[src/rtl/panel_input_conditioner.sv]
// Board KEY/SW input conditioning: 2-FF synchroniser, counter debouncer, key press/release strobes.
// Optional key auto-repeat is enabled by defining PANEL_AUTOREPEAT_EN.
module panel_input_conditioner #(
  parameter int NUM_KEYS        = 4,
  parameter int NUM_SW          = 18,
  parameter int DEBOUNCE_CYCLES = 1000000,
  parameter int CNT_W           = 20,
  parameter int REPEAT_DELAY    = 25000000,
  parameter int REPEAT_PERIOD   = 5000000
) (
  input  logic                clock,
  input  logic                reset,
  input  logic [NUM_KEYS-1:0] key_raw,
  input  logic [NUM_SW-1:0]   sw_raw,
  output logic [NUM_KEYS-1:0] key_pressed,
  output logic [NUM_KEYS-1:0] key_press,
  output logic [NUM_KEYS-1:0] key_release,
  output logic [NUM_SW-1:0]   sw_stable,
  output logic                sw_changed
);

  // Keys and switches share one channel vector: keys in the low bits, idle-high.
  localparam int N = NUM_KEYS + NUM_SW;
  localparam logic [N-1:0] RST_LVL = {{NUM_SW{1'b0}}, {NUM_KEYS{1'b1}}};
  localparam logic [CNT_W-1:0] DB_LAST = CNT_W'(DEBOUNCE_CYCLES);
  localparam bit CFG_OK = (DEBOUNCE_CYCLES >= 1) && (DEBOUNCE_CYCLES < (2 ** CNT_W)) &&
                          (REPEAT_PERIOD >= 1) && (REPEAT_DELAY >= REPEAT_PERIOD);

  if (!CFG_OK) begin : g_cfg_check
    $error("panel_input_conditioner: inconsistent debounce/repeat parameters");
  end

  typedef enum logic {IDLE, COUNTING} state_t;

  state_t           state     [N];
  state_t           state_nxt [N];
  logic [CNT_W-1:0] cnt       [N];
  logic [CNT_W-1:0] cnt_nxt   [N];
  logic [N-1:0]     raw, sync_p0, sync_p1, stable, stable_nxt, fell, rose;
  logic [NUM_KEYS-1:0] rep_hit;

  assign raw = {sw_raw, key_raw};

  // Stage p0/p1: synchroniser; then debounce state
  always_ff @(posedge clock or negedge reset) begin
    if (!reset) begin
      sync_p0 <= RST_LVL;
      sync_p1 <= RST_LVL;
      stable  <= RST_LVL;
      for (int i = 0; i < N; i++) begin
        state[i] <= IDLE;
        cnt[i]   <= '0;
      end
    end else begin
      sync_p0 <= raw;
      sync_p1 <= sync_p0;
      stable  <= stable_nxt;
      for (int i = 0; i < N; i++) begin
        state[i] <= state_nxt[i];
        cnt[i]   <= cnt_nxt[i];
      end
    end
  end

  always_comb begin
    stable_nxt = stable;
    for (int i = 0; i < N; i++) begin
      state_nxt[i] = state[i];
      cnt_nxt[i]   = cnt[i];
      case (state[i])
        IDLE: begin
          cnt_nxt[i] = '0;
          if (sync_p1[i] != stable[i]) begin
            state_nxt[i] = COUNTING;
            cnt_nxt[i]   = CNT_W'(1);
          end
        end
        COUNTING: begin
          if (sync_p1[i] == stable[i]) begin
            state_nxt[i] = IDLE;
            cnt_nxt[i]   = '0;
          end else if (cnt[i] == DB_LAST) begin
            stable_nxt[i] = sync_p1[i];
            state_nxt[i]  = IDLE;
            cnt_nxt[i]    = '0;
          end else begin
            cnt_nxt[i] = cnt[i] + CNT_W'(1);
          end
        end
      endcase
    end
  end

  assign fell = stable & ~stable_nxt;
  assign rose = ~stable & stable_nxt;

`ifdef PANEL_AUTOREPEAT_EN
  // Counter runs from the press pulse; after the first repeat it reloads so later hits are one period apart.
  localparam int REP_W = $clog2(REPEAT_DELAY + 1);
  localparam logic [REP_W-1:0] REP_HIT    = REP_W'(REPEAT_DELAY - 1);
  localparam logic [REP_W-1:0] REP_RELOAD = REP_W'(REPEAT_DELAY - REPEAT_PERIOD);

  logic [REP_W-1:0] rep_cnt [NUM_KEYS];

  always_comb begin
    rep_hit = '0;
    for (int k = 0; k < NUM_KEYS; k++)
      rep_hit[k] = ~stable[k] & ~stable_nxt[k] & (rep_cnt[k] == REP_HIT);
  end

  always_ff @(posedge clock or negedge reset) begin
    if (!reset) begin
      for (int k = 0; k < NUM_KEYS; k++) rep_cnt[k] <= '0;
    end else begin
      for (int k = 0; k < NUM_KEYS; k++) begin
        if (stable[k])       rep_cnt[k] <= '0;
        else if (rep_hit[k]) rep_cnt[k] <= REP_RELOAD;
        else                 rep_cnt[k] <= rep_cnt[k] + REP_W'(1);
      end
    end
  end
`else
  assign rep_hit = '0;
`endif

  // Stage p2: strobes registered on the same edge that updates the stable level
  always_ff @(posedge clock or negedge reset) begin
    if (!reset) begin
      key_press   <= '0;
      key_release <= '0;
      sw_changed  <= 1'b0;
    end else begin
      key_press   <= fell[NUM_KEYS-1:0] | rep_hit;
      key_release <= rose[NUM_KEYS-1:0];
      sw_changed  <= |(fell[N-1:NUM_KEYS] | rose[N-1:NUM_KEYS]);
    end
  end

  assign key_pressed = ~stable[NUM_KEYS-1:0];
  assign sw_stable   = stable[N-1:NUM_KEYS];

endmodule

[config.mk]
export PLATFORM = sky130hd
export DESIGN_NAME = panel_input_conditioner
export DESIGN_NICKNAME = d
export VERILOG_FILES = /design/src/rtl/panel_input_conditioner.sv
export SDC_FILE = /design/constraint.sdc
export NUM_CORES = 1
export LEC_CHECK = 0
export BUFFER_PORTS_ARGS = -buffer_cell sky130_fd_sc_hd__buf_2
export CAP_MARGIN = 40
export CELL_PAD_IN_SITES_DETAIL_PLACEMENT = 1
export CELL_PAD_IN_SITES_GLOBAL_PLACEMENT = 1
export CORE_MARGIN = 1
export CORE_UTILIZATION = 52
export CTS_BUF_LIST = sky130_fd_sc_hd__clkbuf_4
export DETAILED_ROUTE_END_ITERATION = 8
export GPL_TIMING_DRIVEN = 0
export PLACE_DENSITY_LB_ADDON = 0.1
export SLEW_MARGIN = 10
export SYNTH_ARGS = -nofsm -noshare
export SYNTH_HDL_FRONTEND = slang
export SYNTH_SLANG_ARGS = --single-unit
[constraint.sdc]
create_clock -name clock -period 2.97 [get_ports clock]
set_clock_uncertainty 0.1 [all_clocks]
set_input_delay 0.1485 -clock clock [delete_from_list [all_inputs] [get_ports clock]]
set_output_delay 0.1485 -clock clock [all_outputs]
set_load 0.01 [all_outputs]
== After elaboration in Yosys (flattened, before gate mapping) ==
Cells that the tools add are included.

* Add/sub/neg operators: 22
* Equal/unequal tests: 66
* Multiplexer cells: 242
* Bitwise operators: 28
* Reductions and logical operators: 1

{| class="wikitable"
|+ Operators with widths
! operator !! number
|-
| 2-to-1 mux 20 bit || 44
|-
| case mux 20 bit (2 select lines) || 22
|-
| adder 20 x 1 -> 20 bit, second input constant || 22
|-
| equality test 20 bit, second input constant || 22
|-
| 2-to-1 mux 1 bit || 154
|-
| bitwise AND 22 bit || 2
|-
| NOT 22 bit || 2
|-
| case mux 1 bit (2 select lines) || 22
|-
| equality test 1 bit || 22
|-
| != test 1 bit || 22
|-
| NOT 1 bit || 22
|-
| OR 18 bit || 1
|-
| OR reduction 18 bit || 1
|-
| NOT 4 bit || 1
|}

* Flip-flop bits (word level): 537
* Logic and storage cells: 409

== Longest topological paths before layout ==
Gate-level depths: netlist of the first run.

* Depth after elaboration: 8
* Depth in mapped cells: 9
* Gate-level depth less buffers: 8

== Worst setup path after synthesis of the first run ==
Ideal clock, no wire load.

* Path kind: register to register
* From: reg cnt[240] (netlist name)
* To: reg cnt[246] (netlist name)
* Setup time: 0.132 ns
* Arrival time: 2.015 ns
* Required time: 2.738 ns
* Path slack: 0.724 ns
* Stages on the path, launching flop included: 8
* Path buffers: 1
* Clock period less this slack: 2.246 ns
* Path through: dfrtp_1 -> inv_1 -> ha_1 -> nand4_1 -> or4b_2 -> o211ai_2 -> clkbuf_1 -> nor2_1

{| class="wikitable"
|+ RTL lines
! element !! RTL line !! text
|-
| start: declaration || 37 || <nowiki>logic [CNT_W-1:0] cnt [N];</nowiki>
|-
| start signal: indexed assignment || 60 || <nowiki>cnt[i] <= cnt_nxt[i];</nowiki>
|}

==> results of run 1 <==
## cells by family (layout without fill, tap and decap cells)
| family | Yosys count | after routing | synth area share |
|---|---|---|---|
| buf+inv | 148 | 514 | 0.02648 |
| xor+xnor | 402 | 402 | 0.1403 |
| mux | 21 | 21 | 0.009426 |
| other cells | 0 | 8 | 0 |
| fa+ha+maj | 44 | 44 | 0.02194 |
| simple gates | 1268 | 1268 | 0.2499 |
| flops | 537 | 537 | 0.5362 |
| compound gates | 62 | 62 | 0.01566 |
## layer usage
metal  wire length [microns]  global-route usage  vias up
met2                   26550              0.3842      208
met5                       0                   0        -
met1                   24530              0.2969     9156
li1                        -                   -     8931
met3                    1737             0.05486      118
met4                    1440             0.09588        0
## stage by stage
step                instances  utilization
finish                   3471       0.6028
global route             3471       0.6028
CTS                      3463       0.6024
detailed placement       3156       0.5515
global placement         3151       0.5484
floorplan                2482            -
## worst paths after layout
path / end / slack (ps) / cells past startpoint
max: cnt[247] / 290 / 7
max in group asynchronous: sync_p1[17] / 1480 / 5
max reg2reg: cnt[247] / 290 / 7
min in group asynchronous: cnt[219] / 280 / 4
min reg2reg: sync_p1[12] / 250 / 0
min: sync_p1[12] / 250 / 0
## placed cells by master, fill, tap and decap left out, types with 44 or more instances in the layout
master / Yosys / layout
xor2_1: 267 / 267
xnor2_1: 135 / 135
ha_1: 44 / 44
and3_1: 77 / 77
buf_2: 5 / 58
nand4_1: 84 / 84
dlygate4sd3_1: 0 / 46
dfrtp_1: 525 / 525
nor2_1: 485 / 485
inv_1: 94 / 94
nor3_1: 47 / 47
nand3_1: 186 / 186
nand2_1: 173 / 173
clkbuf_4: 0 / 219
## area by class of cell
type / count / area share
Antenna cell: 8 / 0.0006970
Buffer: 54 / 0.01085
Clock buffer: 219 / 0.05725
Clock inverter: 41 / 0.01019
Inverter: 94 / 0.01229
Multi-Input combinational cell: 1797 / 0.3820
Sequential cell: 537 / 0.4684
Tap cell: 615 / 0.02679
Timing Repair Buffer: 106 / 0.03154
## cells in the mapped netlist, types with 32 or more instances
library cell | n | area (sq um)
dfrtp_1 | 525 | 13140
nor2_1 | 485 | 1821
xor2_1 | 267 | 2338
nand3_1 | 186 | 930.9
nand2_1 | 173 | 649.4
xnor2_1 | 135 | 1182
inv_1 | 94 | 352.8
nand4_1 | 84 | 525.5
and3_1 | 77 | 481.7
nor3_1 | 47 | 235.2
ha_1 | 44 | 550.5
and2_1 | 34 | 212.7
and4_1 | 34 | 297.8
nor4_1 | 32 | 200.2
## timing repair
action,4_1_cts,5_1_grt
resized for setup,0,0
hold buffers,47,0
hold endpoints to repair,530,0
## power by group
group	switching, mW	internal, mW
registers	0.0870	7.40
clock network	3.16	3.80
logic	0.339	0.169
total	3.59	11.4
## sequential cells by signal, summed over array words and instances, names as in the netlist
register and flops:
sync_p1 22, sw_changed 1, key_release 4, cnt 440, sync_p0 22, stable 22, state 22, key_press 4
==> impl_summary.txt, run 1 <==
----------------------------------------------------
[Global route]
  Pin count of the biggest net entering global routing ... 112
  Via count of the first global-routing pass ... 20.22k
  First-pass GRT wire length ... 95.61 mm
  Number of antenna violations at the first check in global routing ... 2
  Total global routing overflow ... 0
  Overall routing resource usage ... 0.2334

[Critical path]
  Start point of the critical path ... cnt[240]
  Crit path required time ... 3690 ps
  Delay of the slowest cell on the worst path ... 650 ps
  Crit path buf inv count ... 2
  Kind of start point of the critical path ... register
  Crit path max-delay cell type ... or4b_2
  Family with the most delay on the worst path ... simple AND/OR/NAND/NOR gates
  Critical path type ... reg -> reg
  Maximum net fanout on the critical path ... 10
  Critical path endpoint category ... register
  Data arrival time of the critical path ... 3400 ps
  Cell Chain, Critical Path ... inv_1 -> ha_1 -> nand4_1 -> or4b_2 -> o211ai_2 -> clkbuf_1 -> nor2_1
  Reg-to-reg startpoint ... cnt[240]

[CTS]
  Latest clock arrival within the worst-skew pair ... 980 ps
  CTS H-Tree Depth ... 4
  Post-CTS repair timing setup buffer count ... 0
  CTS tree ... built
  Maximum root-to-sink buffer count ... 3
  Root buffer selected by CTS ... clkbuf_4
  Number of CTS-inserted buffers ... 147
  TritonCTS sink count ... 537
  Clock slew seen by the registers of the worst setup and hold paths ... 60 ps

[Timing]
  Min cycle time layout ... 2682 ps
  Number of endpoints with negative hold slack in the final report ... 0
  Setup repair after global routing missed its margin ... false
  Top achievable clock speed ... 372.9 MHz
  Fin crit share ... 0.9030
  Worst-case headroom to the max-slew limit ... 0.4669
  Final Slew Violations ... 0
  Final-report setup violation count ... 0
  Slew at the pin with the worst max-slew slack ... 796.2 ps
  Setup total negative slack ... 0 ps
  Post-layout worst setup margin ... 288.2 ps
  Final Hold Slack ... 245.7 ps

[Placement]
  DP Wirelength ... 35.86 mm
  Setup slack at placement ... 229.0 ps
  Standard cell area after detailed placement ... 26280 sq um
  Placer's final routability congestion estimate ... 0.7686
  Number of port buffers ... 54

[Synthesis]
  EDFF count, synth ... 0
  Mapped Nets ... 2550
  Proportion of register bits with asynchronous set or reset after synthesis ... 1.000
  Average cell area after synthesis ... 10.11 sq um
  Post-Syn Instances ... 2482
  Count of yosys warnings during synthesis ... 0
  Total of flip-flops plus latches after synthesis ... 537
  Fraction of the yosys area taken by sequential cells ... 0.5362
  Dominant synthesized flop cell ... dfrtp_1
  Synth cell types ... 46
  Post-Syn Area ... 25090 sq um

[Routing]
  Routed WL ... 54.26 mm
  DR WL/cell ... 15.63 microns
  Overall via count from detail_route ... 18.41k
  Routed Antenna Nets ... 0
  Total iterations of the first detailed-routing run ... 5
  Vias/cell ... 5.305
  Residual DRC ... 0
  Iteration-0 DRC count of the detailed router ... 855

[Pwr]
  Power density cells ... 520.9 nW/um^2
  Peak supply drop ... 0.2927 mV
  Cell leakage power ... 12.51 nW
  Total power ... 14.96 mW

[Layout]
  Net count of the finished layout ... 2805
  Footprint of the flip-flops and latches ... 13450 sq um
  Design Area, Final ... 28720 sq um
  Layout overhead on the synthesized area ... 14.48%
  Number of filler cells placed in the layout ... 5302
  Fraction of layout instances using a drive strength above 1 ... 0.1278
  Multi-input combinational cell area ... 10970 sq um

[Floorplan]
  Placement Rows ... 80
  Top-level I/O count ... 55
  Die X ... 221.7 microns
  Height of the die ... 221.7 microns
  Die footprint ... 49130 sq um
  Area of the core region ... 47650 sq um
  Initial Util ... 0.5265

[Run status]
  Outcome ... finished, final reports clean

[Job]
  Reported max-cap violation count ... 0

[Hold path]
  Hold Startpoint ... sync_p0[12]
  Path class of the lowest-slack min-delay path ... reg -> reg

----------------------------------------------------
Power figures use the tool's default switching activity.
==> run 2: changes to the inputs <==
--- a/config.mk
+++ b/config.mk
@@ -5,12 +5,13 @@
 export SDC_FILE = /design/constraint.sdc
 export NUM_CORES = 1
 export LEC_CHECK = 0
+export ABC_AREA = 1
 export BUFFER_PORTS_ARGS = -buffer_cell sky130_fd_sc_hd__buf_2
 export CAP_MARGIN = 40
 export CELL_PAD_IN_SITES_DETAIL_PLACEMENT = 1
 export CELL_PAD_IN_SITES_GLOBAL_PLACEMENT = 1
 export CORE_MARGIN = 1
-export CORE_UTILIZATION = 52
+export CORE_UTILIZATION = 50
 export CTS_BUF_LIST = sky130_fd_sc_hd__clkbuf_4
 export DETAILED_ROUTE_END_ITERATION = 8
 export GPL_TIMING_DRIVEN = 0
==> run 2 against run 1 <==
  * Via count rose by 25%
  * Core utilization down 2.8 points
  * Maximum frequency grew 26%
  * Total power rose by 3.3%
  * Final cell count increased by 28%
  * Largest power group unchanged
  * Register-to-register slack gained 550 ps
  * Critical path depth is 1 higher
  * Global-route usage rose by 1.5 points
  * Worst setup slack improved by 550 ps
==> impl_summary.txt, run 2 <==
----------------------------------------------------
[Placement]
  Placer's final routability congestion estimate ... 0.8273 (+7.6%)
  DP Wirelength ... 45.42 mm (+27%)
  Number of port buffers ... 54 (unchanged)
  Setup slack at placement ... 924.2 ps (+695.2 ps)
  Placed Instances ... 4117 (+30%)

[Layout]
  Multi-input combinational cell area ... 11530 sq um (+5.1%)
  Number of filler cells placed in the layout ... 6728 (+27%)
  Most frequent cells in the layout ... 619 x nand2_1, 542 x nor2_1, 525 x dfrtp_1
  Flip-flop count of the largest register, all copies and words added ... 440 (unchanged)
  Footprint of the flip-flops and latches ... 13450 sq um (unchanged)
  Net count of the finished layout ... 3690 (+32%)
  Final cell count without fillers ... 4437 (+28%)
  Layout overhead on the synthesized area ... 13.82%
  Most common cell after layout, fill and taps aside ... nand2_1
  Fraction of layout instances using a drive strength above 1 ... 0.1356 (+0.007753)
  Largest register by flop count ... cnt

[Timing]
  Final Slew Violations ... 0 (unchanged)
  Final-report setup violation count ... 0 (unchanged)
  Fin crit share ... 0.7166 (-0.1864)
  Min cycle time layout ... 2128 ps (-553.6 ps)
  Slew at the pin with the worst max-slew slack ... 639.8 ps (-156.4 ps)
  Setup total negative slack ... 0 ps (unchanged)
  Setup repair after global routing missed its margin ... false
  Top achievable clock speed ... 469.9 MHz (+26%)
  Worst-case headroom to the max-slew limit ... 0.5696 (+0.1027)
  Number of endpoints with negative hold slack in the final report ... 0 (unchanged)
  Post-layout worst setup margin ... 841.8 ps (+553.6 ps)

[Global route]
  Pin count of the biggest net entering global routing ... 108 (-3.6%)
  Number of antenna violations at the first check in global routing ... 1 (-1)
  Total global routing overflow ... 0 (unchanged)
  Overall routing resource usage ... 0.2482 (+0.01486)
  Via count of the first global-routing pass ... 25.35k (+25%)
  First-pass GRT wire length ... 115.4 mm (+21%)

[Floorplan]
  Height of the die ... 234.9 microns (+6.0%)
  Die footprint ... 55190 sq um (+12%)
  Top-level I/O count ... 55 (unchanged)
  Die X ... 234.9 microns (+6.0%)
  Initial Util ... 0.5051 (-0.02148)
  Placement Rows ... 85 (+6.3%)
  Area of the core region ... 53710 sq um (+13%)

[Critical path]
  Crit path max-delay cell type ... dfrtp_1
  Critical path type ... reg -> reg
  Critical path endpoint category ... register
  Crit path buf inv count ... 0 (-2)
  Cell Chain, Critical Path ... ha_1 -> nand3_1 -> nor2_1 -> nand3_1 -> nor2_1 -> nand3b_1 -> a21oi_1 -> o21a_1
  Delay of the slowest cell on the worst path ... 390 ps (-260 ps)
  Minimum setup slack among reg-to-reg paths ... 840 ps (+550 ps)
  Family with the most delay on the worst path ... simple AND/OR/NAND/NOR gates
  Crit path required time ... 3740 ps (+50 ps)
  Maximum net fanout on the critical path ... 5 (-5)
  Data arrival time of the critical path ... 2900 ps (-500 ps)
  Kind of start point of the critical path ... register

[Synthesis]
  Post-Syn Area ... 27130 sq um (+8.1%)
  Most frequent cells after synthesis ... 619 x nand2_1, 542 x nor2_1, 525 x dfrtp_1
  Synth cell types ... 44 (-4.3%)
  Mapped Nets ... 3430 (+35%)
  Dominant synthesized flop cell ... dfrtp_1
  EDFF count, synth ... 0 (unchanged)
  Proportion of register bits with asynchronous set or reset after synthesis ... 1.000 (unchanged)
  Fraction of the yosys area taken by sequential cells ... 0.4959 (-0.04029)
  Count of yosys warnings during synthesis ... 0 (unchanged)
  Post-Syn Instances ... 3362 (+35%)
  Most area-consuming cells after synthesis ... dfrtp_1 48%, nand2_1 8.6%, nor2_1 7.5%
  Area share of the largest cell type after synthesis ... 0.4843 (-0.03935)
  Average cell area after synthesis ... 8.068 sq um (-20%)
  Post-synthesis cell type with the largest combined area ... dfrtp_1
  Most common cell in the netlist ... nand2_1
  Total of flip-flops plus latches after synthesis ... 537 (unchanged)

[Routing]
  Routed WL ... 65.64 mm (+21%)
  Iteration-0 DRC count of the detailed router ... 866 (+1.3%)
  Vias/cell ... 5.187 (-2.2%)
  Total iterations of the first detailed-routing run ... 5 (unchanged)
  DR WL/cell ... 14.79 microns (-5.4%)
  Overall via count from detail_route ... 23.02k (+25%)
  Residual DRC ... 0 (unchanged)
  Routed Antenna Nets ... 0 (unchanged)

[CTS]
  Latest clock arrival within the worst-skew pair ... 980 ps (about the same)
  Clock slew seen by the registers of the worst setup and hold paths ... 70 ps (about the same)
  Post-CTS repair timing setup buffer count ... 0 (unchanged)
  CTS H-Tree Depth ... 4 (unchanged)
  CTS tree ... built
  Number of CTS-inserted buffers ... 152 (+3.4%)
  TritonCTS sink count ... 537 (unchanged)
  Maximum root-to-sink buffer count ... 3 (unchanged)
  Root buffer selected by CTS ... clkbuf_4

[Job]
  Reported max-cap violation count ... 0 (unchanged)

[Run status]
  Outcome ... finished, final reports clean

[Pwr]
  Power density cells ... 500.4 nW/um^2 (-3.9%)
  Cell leakage power ... 14.22 nW (+14%)
  Peak supply drop ... 0.2968 mV (+1.4%)

[Hold path]
  Path class of the lowest-slack min-delay path ... reg -> reg

----------------------------------------------------
==> run 2: changes by cell type after synthesis, sizes merged, moves of 26 or more <==
cell | previous run | this run
nand2 | 173 | 638
inv | 94 | 496
xor2 | 267 | 70
a21oi | 16 | 182
o21ai | 17 | 180
nor2 | 485 | 591
xnor2 | 135 | 35
nor3 | 47 | 143
and3 | 77 | 7
and4 | 34 | 0
and2 | 35 | 2
nor4b | 27 | 0
clkbuf | 27 | 1
==> run 2: timing repair <==
item	in CTS	in global routing
hold buffers	47	0
endpoints found under the hold margin	447	0
resized for setup	0	0
==> run 2: cells by family (layout without fill, tap and decap cells) <==
logic type	after synthesis	count (layout)	synth area share
fa+ha+maj	44	44	0.02030
xor+xnor	105	105	0.03390
flops	537	537	0.4959
buf+inv	541	919	0.07892
other cells	0	1	0
simple gates	1715	1715	0.2887
compound gates	420	420	0.08220
==> run 2: worst reg2reg max path: cells and delay by family (launching register included) <==
family / cells / cell delay [ps]
compound gates: 2 / 410
fa+ha+maj: 1 / 210
flops: 1 / 390
simple gates: 5 / 930
==> run 2: cell type report <==
class,count,share of cell area
inverters,497,0.06042
plain buffers,44,0.008915
clock buffers,238,0.05787
well taps,696,0.02820
flip-flops and latches,537,0.4357
multi-input cells,2284,0.3735
clock inverters,34,0.005957
diodes,1,0.00008105
repair buffers,106,0.02934
==> run 2: routing by layer <==
metal / vias up / wire length [microns] / GRT usage
met2: 285 / 33260 / 0.4315
met4: 0 / 1608 / 0.1071
met5: - / 0 / 0
li1: 11360 / - / -
met3: 136 / 2080 / 0.05146
met1: 11230 / 28690 / 0.2975
==> run 2: metrics by stage <==
step                hold slack [ps]    util  total power, mW  area (sq um)
finish                        244.6  0.5749            15.45         30880
global route                  170.2  0.5749            16.25         30880
CTS                           115.9  0.5748            15.73         30870
detailed placement            50.51  0.5291            8.507         28410
global placement              153.7  0.5263            8.430         28270
floorplan                    -247.1       -            8.117         27130
==> run 2: path summary, 6_finish.rpt <==
| check | end | from | cells after the start |
|---|---|---|---|
| max | cnt[338] | cnt[320] | 8 |
| min | sync_p1[4] | sync_p0[4] | 0 |
| max reg2reg | cnt[338] | cnt[320] | 8 |
| min reg2reg | sync_p1[4] | sync_p0[4] | 0 |
| max in group asynchronous | stable[12] | reset | 5 |
| min in group asynchronous | cnt[284] | reset | 4 |
==> run 2: power breakdown <==
group	internal, mW	switching (mW)
Sequential	7.46	0.119
Clock	3.80	3.24
Combinational	0.259	0.576
==> run 3: changes to the inputs <==
==> constraint.sdc (replaced) <==
create_clock -name clock -period 2.1 [get_ports clock]
set_clock_uncertainty 0.1 [all_clocks]
set_input_delay 0.105 -clock clock [delete_from_list [all_inputs] [get_ports clock]]
set_output_delay 0.105 -clock clock [all_outputs]
set_load 0.01 [all_outputs]
==> run 3 against run 2 <==
  * Sequential share of layout area is 0.090 points lower
  * Worst setup slack worse by 750 ps
  * Critical path depth stayed put
  * Clock-buffer cell count stayed put
  * Flip-flop and latch count stayed put
  * Final cell count hardly changed
  * Global-route usage hardly changed
  * Register-to-register slack worse by 750 ps
  * Total power is 41% higher
  * Maximum frequency is 5.8% higher
  * Routed wire length hardly changed
==> impl_summary.txt, run 3 (same netlist as run 2, synthesis figures left out) <==
----------------------------------------------------
[Pwr]
  Peak supply drop ... 0.4201 mV (+42%)
  Total power ... 21.85 mW (+41%)
  Cell leakage power ... 14.23 nW (about the same)
  Power density cells ... 706.1 nW/um^2 (+41%)

[Critical path]
  Cell Chain, Critical Path ... ha_1 -> nand3_1 -> nor2_1 -> nand3_2 -> nor2_2 -> nand3b_1 -> a21oi_1 -> o21a_1
  Maximum net fanout on the critical path ... 5 (unchanged)
  Crit path max-delay cell type ... dfrtp_1
  Critical path type ... reg -> reg
  Crit path buf inv count ... 0 (unchanged)
  Kind of start point of the critical path ... register
  Data arrival time of the critical path ... 2790 ps (-110 ps)
  Crit path required time ... 2870 ps (-870 ps)
  Critical path endpoint category ... register
  Delay of the slowest cell on the worst path ... 390 ps (about the same)
  Family with the most delay on the worst path ... simple AND/OR/NAND/NOR gates

[Layout]
  Net count of the finished layout ... 3693 (+0.081%)
  Footprint of the flip-flops and latches ... 13450 sq um (unchanged)
  Multi-input combinational cell area ... 11590 sq um (+0.53%)
  Fraction of layout instances using a drive strength above 1 ... 0.1400 (+0.004433)
  Largest register by flop count ... cnt
  Flip-flop count of the largest register, all copies and words added ... 440 (unchanged)
  Share of the core filled with cells in the final layout ... 0.5761 (+0.001189)
  Final cell count without fillers ... 4440 (+0.068%)
  Most common cell after layout, fill and taps aside ... nand2_1
  Number of filler cells placed in the layout ... 6718 (-0.15%)
  Layout overhead on the synthesized area ... 14.06%
  Design Area, Final ... 30940 sq um (+0.21%)
  Most frequent cells in the layout ... 618 x nand2_1, 530 x nor2_1, 525 x dfrtp_1

[Placement]
  Standard cell area after detailed placement ... 28410 sq um (unchanged)
  DP Wirelength ... 45.42 mm (unchanged)
  Number of port buffers ... 54 (unchanged)
  Placed Instances ... 4117 (unchanged)
  Placer's final routability congestion estimate ... 0.8273 (unchanged)

[Floorplan]
  Top-level I/O count ... 55 (unchanged)
  Height of the die ... 234.9 microns (unchanged)
  Area of the core region ... 53710 sq um (unchanged)
  Placement Rows ... 85 (unchanged)
  Die footprint ... 55190 sq um (unchanged)
  Initial Util ... 0.5051 (unchanged)
  Die X ... 234.9 microns (unchanged)

[CTS]
  Root buffer selected by CTS ... clkbuf_4
  TritonCTS sink count ... 537 (unchanged)
  CTS tree ... built
  Latest clock arrival within the worst-skew pair ... 980 ps (about the same)
  CTS H-Tree Depth ... 4 (unchanged)
  Clock slew seen by the registers of the worst setup and hold paths ... 70 ps (about the same)
  Number of CTS-inserted buffers ... 152 (unchanged)
  Maximum root-to-sink buffer count ... 3 (unchanged)

[Timing]
  Worst-case headroom to the max-slew limit ... 0.5691 (about the same)
  Number of endpoints with negative hold slack in the final report ... 0 (unchanged)
  Final-report setup violation count ... 0 (unchanged)
  Top achievable clock speed ... 497.3 MHz (+5.8%)
  Fin crit share ... 0.9576 (+0.2411)
  Slew at the pin with the worst max-slew slack ... 640.4 ps (+0.6319 ps)
  Min cycle time layout ... 2011 ps (-117.2 ps)
  Final Slew Violations ... 0 (unchanged)
  Setup total negative slack ... 0 ps (unchanged)

[Global route]
  Routing usage on met1 ... 0.2971 (-0.0003902)
  Global-route track usage on met2 ... 0.4314 (about the same)
  Overall routing resource usage ... 0.2480 (-0.0002589)
  First-pass GRT wire length ... 115.3 mm (about the same)
  Total global routing overflow ... 0 (unchanged)
  GRT Max-Usage Layer ... met2
  Via count of the first global-routing pass ... 25.33k (-0.099%)
  Met3 usage ... 0.05134 (-0.0001175)
  Number of antenna violations at the first check in global routing ... 1 (unchanged)
  Pin count of the biggest net entering global routing ... 108 (unchanged)

[Run status]
  Outcome ... finished, final reports clean

[Routing]
  Overall via count from detail_route ... 23.04k (+0.091%)
  Vias/cell ... 5.188 (about the same)
  Routed WL ... 65.58 mm (about the same)
  Routed Antenna Nets ... 0 (unchanged)
  Residual DRC ... 0 (unchanged)
  Total iterations of the first detailed-routing run ... 5 (unchanged)
  Iteration-0 DRC count of the detailed router ... 845 (-2.4%)
  DR WL/cell ... 14.77 microns (-0.17%)

[Hold path]
  Path class of the lowest-slack min-delay path ... in -> async

[Job]
  Reported max-cap violation count ... 0 (unchanged)

----------------------------------------------------
[run 3: cell count changes in the layout (fill, tap and decap cells not counted)]
| cell | delta |
|---|---|
| nor4_4 | +1 |
| nand3_2 | +1 |
| nor2_1 | -12 |
| nor2_2 | +11 |
| nor2_4 | +1 |
| nor4_2 | -1 |
| buf_16 | -1 |
| nand2_2 | -1 |
| nand2_4 | +2 |
| nand2_1 | -1 |
| nand3_1 | -1 |
| buf_4 | +4 |
[run 3: metal layers]
layer  vias up  part of all wire
li1      11360                 -
met1     11260              0.44
met2       279              0.51
met3       139             0.030
met4         0             0.025
met5         -                 0
[run 3: power breakdown]
| group | internal, mW | switching [mW] | total (mW) |
|---|---|---|---|
| Combinational | 0.364 | 0.816 | 1.18 |
| Clock | 5.37 | 4.58 | 9.95 |
| Sequential | 10.5 | 0.168 | 10.7 |
[run 3: layout make-up]
| class | count | area share |
|---|---|---|
| Buffer | 44 | 0.008897 |
| Sequential cell | 537 | 0.4348 |
| Timing Repair Buffer | 109 | 0.02936 |
| Multi-Input combinational cell | 2284 | 0.3747 |
| Antenna cell | 1 | 0.00008088 |
| Tap cell | 696 | 0.02815 |
| Clock inverter | 34 | 0.005945 |
| Inverter | 497 | 0.06030 |
| Clock buffer | 238 | 0.05775 |
[run 3: through the flow]
step	setup WS, ps	hold WS (ps)
final	88.98	133.5
after global routing	-21.37	102.5
after detailed placement	54.17	7.010
after CTS	49.13	37.79
after global placement	-10540	110.2
after floorplan	462.3	-290.6
[run 3: worst reg2reg max path, stage by stage, from the launching register on]
cell and delay, ps:
dfrtp_1 390, ha_1 210, nand3_1 130, nor2_1 200
nand3_2 170, nor2_2 190, nand3b_1 150, a21oi_1 220
o21a_1 180
[run 3: final timing paths]
kind                            start          to  slack [ps]  cells past startpoint
min in group clock          sw_raw[2]  sync_p0[6]         210                      3
hold reg to reg            sync_p0[4]  sync_p1[4]         240                      0
setup reg to reg             cnt[320]    cnt[338]          90                      8
max in group asynchronous       reset    cnt[426]         270                      5
setup / recovery             cnt[320]    cnt[338]          90                      8
hold / removal                  reset    cnt[283]         130                      3
[run 3: timing repair]
action / CTS / global route
resized for setup: 2 / 16
hold buffers: 46 / 0
pin swaps: 0 / 5
endpoints found under the hold margin: 456 / 0
setup endpoints to repair: 11 / 49
setup buffers: 0 / 4
